==> config.mk <==
export PLATFORM = sky130hd
export DESIGN_NAME = matrix_result_reader
export DESIGN_NICKNAME = d
export VERILOG_FILES = /design/src/rtl/matrix_result_reader.sv
export SDC_FILE = /design/constraint.sdc
export NUM_CORES = 1
export LEC_CHECK = 0
export ABC_AREA = 0
export CAP_MARGIN = 20
export CORE_ASPECT_RATIO = 0.8
export CORE_MARGIN = 8
export CORE_UTILIZATION = 49
export DETAILED_ROUTE_END_ITERATION = 10
export PLACE_DENSITY = 0.81
export SETUP_SLACK_MARGIN = 0.3
export SYNTH_ARGS = -nofsm -noshare
export SYNTH_HDL_FRONTEND = slang
export SYNTH_SLANG_ARGS = --single-unit
==> constraint.sdc <==
create_clock -name clock -period 3.35 [get_ports clock]
set_clock_uncertainty 0.05 [all_clocks]
set_input_delay 0.5025 -clock clock [delete_from_list [all_inputs] [get_ports clock]]
set_output_delay 0.5025 -clock clock [all_outputs]
set_load 0.005 [all_outputs]
==> src/rtl/matrix_result_reader.sv <==
// Waits for every core to report done, then streams the result matrix out of
// shared data memory one element per valid/ready handshake.
module matrix_result_reader #(
    parameter int                    NUM_CORES    = 4,
    parameter int                    ADDR_WIDTH   = 8,
    parameter int                    DATA_WIDTH   = 8,
    parameter logic [ADDR_WIDTH-1:0] RESULT_BASE  = '0,
    parameter int                    RESULT_COUNT = 16
) (
    input  logic                  clock,
    input  logic                  reset,
    input  logic                  start_process,
    input  logic [NUM_CORES-1:0]  core_done,
    output logic                  mem_rd_en,
    output logic [ADDR_WIDTH-1:0] mem_addr,
    input  logic [DATA_WIDTH-1:0] mem_rdata,
    output logic [DATA_WIDTH-1:0] out_data,
    output logic                  out_valid,
    input  logic                  out_ready,
    output logic                  out_last,
    output logic                  busy,
    output logic                  process_done
);

    typedef enum logic [2:0] {
        IDLE,
        WAIT_CORES,
        ISSUE,
        CAPTURE,
        PRESENT,
        DONE
    } state_t;

    localparam logic [ADDR_WIDTH-1:0] LAST_IDX = ADDR_WIDTH'(RESULT_COUNT - 1);

    state_t                  state_q, state_d;
    logic [NUM_CORES-1:0]    done_latch_q, done_latch_d;
    logic [ADDR_WIDTH-1:0]   index_q, index_d;
    logic [DATA_WIDTH-1:0]   out_data_q, out_data_d;
    logic                    out_last_q, out_last_d;

    always_ff @(posedge clock) begin
        if (reset) begin
            state_q      <= IDLE;
            done_latch_q <= '0;
            index_q      <= '0;
            out_data_q   <= '0;
            out_last_q   <= 1'b0;
        end else begin
            state_q      <= state_d;
            done_latch_q <= done_latch_d;
            index_q      <= index_d;
            out_data_q   <= out_data_d;
            out_last_q   <= out_last_d;
        end
    end

    always_comb begin
        state_d      = state_q;
        done_latch_d = done_latch_q;
        index_d      = index_q;
        out_data_d   = out_data_q;
        out_last_d   = out_last_q;
        case (state_q)
            IDLE: begin
                done_latch_d = '0;
                index_d      = '0;
                if (start_process) state_d = WAIT_CORES;
            end
            WAIT_CORES: begin
                // Latch is sticky so staggered single-cycle done pulses accumulate.
                done_latch_d = done_latch_q | core_done;
                if (&done_latch_d) state_d = ISSUE;
            end
            ISSUE: state_d = CAPTURE;
            CAPTURE: begin
                out_data_d = mem_rdata;
                out_last_d = (index_q == LAST_IDX);
                state_d    = PRESENT;
            end
            PRESENT: begin
                if (out_ready) begin
                    if (out_last_q) begin
                        state_d = DONE;
                    end else begin
                        index_d = index_q + 1'b1;
                        state_d = ISSUE;
                    end
                end
            end
            DONE: if (!start_process) state_d = IDLE;
            default: state_d = IDLE;
        endcase
    end

    always_comb begin
        mem_rd_en    = (state_q == ISSUE);
        mem_addr     = (state_q == ISSUE) ? RESULT_BASE + index_q : '0;
        out_data     = out_data_q;
        out_valid    = (state_q == PRESENT);
        // out_last_q persists after the stream; only drive it while presenting.
        out_last     = (state_q == PRESENT) && out_last_q;
        busy         = (state_q != IDLE) && (state_q != DONE);
        process_done = (state_q == DONE);
    end

endmodule

==> metrics.md <==
| Metric | Value |
|---|---|
| Outcome | finished, final reports clean |
| Post-synthesis adder-cell area fraction | 1.03% |
| Pre-antenna DRT Iters | 4 |
| Num Clock Sinks | 24 |
| Hold depth | 2 |
| Asr flop ratio synth | 0% |
| Post-synth EDFFs | 0 |
| CTS tree | done |
| H-tree levels | 1 |
| HP Class | reg -> reg |
| Startpoint class of the critical path | flip-flop |
| Routability cong. | 0.808 |
| Grt total ovfl | 0 |
| RSZ-0062 raised after global routing | no |
| Worst-Margin Slew | 0.762 ns |
| DRC Markers | 0 |
| Final Cell Area | 1590 µm² |
| Mapped Avg Cell Area | 7.97 µm² |
| Post-synthesis cell area | 1220 µm² |
| Crit Path Max Fanout | 15 |
| I/O Buffers | 36 |
| Via count | 1,240 |
| Synth top cells by count | dfxtp_1 (24), nand2_1 (18), a21oi_1 (17) |
| Crit path arrival time | 2.30 ns |
| Number of global-route vias before repair | 1,175 |
| Worst-path clk slew | 0.12 ns |
| Register bit total from synthesis | 24 |
| Post-synthesis compound-gate area fraction | 20.9% |
| Sequential area share after synthesis | 39.4% |
| Die X | 71.8 µm |
| Area of the die | 4350 µm² |
| Hold Path End | out_data[3] |
| Fin util | 66.2% |
| Peak VDD IR | 287 µV |
| Slew margin rel. | 49.0% |
| Iter 0 DRT Violations | 110 |
| Final non-filler cell total | 210 |
| R2r setup slk | 0.93 ns |
| Post-synthesis simple-gate area fraction | 30.8% |
| Clock buffer depth | 2 |
| R2R Path End | out_last_q |
| First-pass GRT wire length | 5260 µm |
| Final setup vio count | 0 |
| Hold Path Origin | out_data[3] |
| Gate Count Post-Synth | 153 |
| Crit path kind | reg -> out |
| WP data required | 2.80 ns |
| Static leakage | 0.589 nW |
| Clk root buf | clkbuf_4 |
| Detail Route Antenna Nets | 0 |
| Worst-skew pair later-pin latency | 0.32 ns |
| Drt wl/cell | 15.6 µm |
| I/O Pins | 37 |
| CTS Buf Count | 3 |
| Vias/cell | 5.90 |
| Setup tns final | 0 ns |
| DP Area | 1570 µm² |
| Fmax | 350 MHz |
| Most frequent cell after synthesis | dfxtp_1 |
| Cell variety after synth | 38 |
| Share of cells above drive strength 1 | 3.83% |
| Final Hold Fails | 0 |
| Max Cap Viol | 0 |
| Final cycle utilization of the critical path | 85.2% |
| Gr usage total | 15.1% |
| Synth Area in XOR/XNOR | 0% |
| Final Net Count | 202 |
| Tmin final | 2.86 ns |
| Cts-stage hold buffer count | 0 |
| Core Rows | 16 |
| Area contributors post-synth | dfxtp_1 (39%), a21oi_1 (7.0%), nand2_1 (5.5%) |
| Largest net degree at the start of global routing | 28 |
| Yosys warns | 0 |
| Power per Cell Area | 365 nW/µm² |
| Initial Util | 50.7% |
| Dpl cells | 207 |
| Area delta synth->final | 30.5% |
| WL final | 3270 µm |
| Antenna diode count | 0 |
| Reg2reg start | state_q[0] |
| Post-CTS Resized | 0 |
| Post-CTS setup buffer count | 0 |
| Die H | 60.6 µm |
| Dpl hpwl | 2430 µm |
| Initial antenna violation count | 0 |
| Core Area | 2400 µm² |
| Syn Nets | 170 |
| Cell accounting for the most synthesized area | dfxtp_1 |
| Worst Setup End Kind | primary output |
| Largest family of logic cells by synthesized area | simple AND/OR/NAND/NOR gates |
| Share of the synthesized area in the top cell type | 39.4% |
| Multiplexer share of the synthesized area | 2.57% |
| R2R depth | 4 |
| Post-synth top flop | dfxtp_1 |
| Final Slew Violations | 0 |
==> logic make-up (layout without fill, tap and decap cells) <==
| logic type | after synthesis | in the layout |
|---|---|---|
| AO/OA/AOI/OAI | 40 | 40 |
| adder cells (fa/ha/maj) | 1 | 1 |
| flip-flops | 24 | 24 |
| AND/OR/NAND/NOR | 72 | 72 |
| multiplexers | 3 | 3 |
| buffers and inverters | 13 | 43 |
==> stage by stage <==
stage	hold WS (ns)	total power, mW	setup slack, ns
after global placement	0.390	0.454	0.941
after detailed placement	0.398	0.458	0.891
after global routing	0.440	0.607	0.425
final	0.411	0.581	0.494
after floorplan	0.387	0.410	1.64
after CTS	0.414	0.581	0.529
==> cell usage in the layout (no fill, tap or decap) <==
cell,Yosys,final
clkdlybuf4s50_1,0,36
dfxtp_1,24,24
nand2_1,18,18
a21oi_1,17,17
nand3_1,12,12
nor2_1,10,10
and3_1,9,9
nor2b_1,5,5
o21ai_0,4,4
inv_1,3,3
and2_1,3,3
or3_1,3,3
a31oi_1,3,3
o211ai_1,3,3
clkbuf_4,0,3
mux2i_1,2,2
o22ai_1,2,2
nor3_1,2,2
nand3b_1,2,2
a22oi_1,2,2
or4_1,2,2
or3b_2,1,1
o311a_1,1,1
a211oi_1,1,1
a21o_1,1,1
nand2b_1,1,1
or2_1,1,1
a21o_4,1,1
a21boi_0,1,1
o41ai_1,1,1
and4_1,1,1
a32oi_1,1,1
o31ai_1,1,1
mux2_2,1,1
nand4b_1,1,1
nand4_1,1,1
a211o_1,1,1
ha_1,1,1
buf_4,0,1
==> worst max-delay path, stage by stage (launching register included) <==
cell	delay, ns
dfxtp_1	0.65
or3b_2	0.52
inv_1	0.19
and2_1	0.15
clkdlybuf4s50_1	0.49
==> registers in the layout (all words and copies together) (netlist names) <==
signal / count
index_q: 8
out_data: 8
done_latch_q: 4
state_q: 3
out_last_q: 1
==> how the worst max path moves through the flow <==
stage	slack [ns]	cells after the start	end	startpoint
floorplan	1.64	4	out_last	state_q[1]
global placement	0.94	4	out_last	state_q[2]
detailed placement	0.89	4	out_last	state_q[2]
CTS	0.53	4	out_last	state_q[2]
global route	0.43	4	out_last	state_q[2]
finish	0.49	4	out_last	state_q[2]
==> area by class of cell <==
class / instances / area [µm²]
well taps: 27 / 33.8
clock buffers: 3 / 22.5
flip-flops and latches: 24 / 480
fillers: 220 / 812
inverters: 3 / 11.3
multi-input cells: 116 / 674
repair buffers: 37 / 368
==> per-layer routing <==
| layer | vias up | GRT usage, % | wire length [µm] |
|---|---|---|---|
| met5 | - | 0 | 0 |
| met4 | 0 | 5.51 | 39 |
| met3 | 6 | 4.95 | 271 |
| met2 | 47 | 27.2 | 1640 |
| met1 | 573 | 16.4 | 1320 |
| li1 | 614 | - | - |
==> power breakdown <==
part	internal [mW]	switching, mW	total [mW]
Combinational	0.0648	0.0777	0.143
Clock	0.0422	0.0833	0.125
Sequential	0.299	0.0135	0.313
Note: power is estimated with default switching activity, not from simulation.
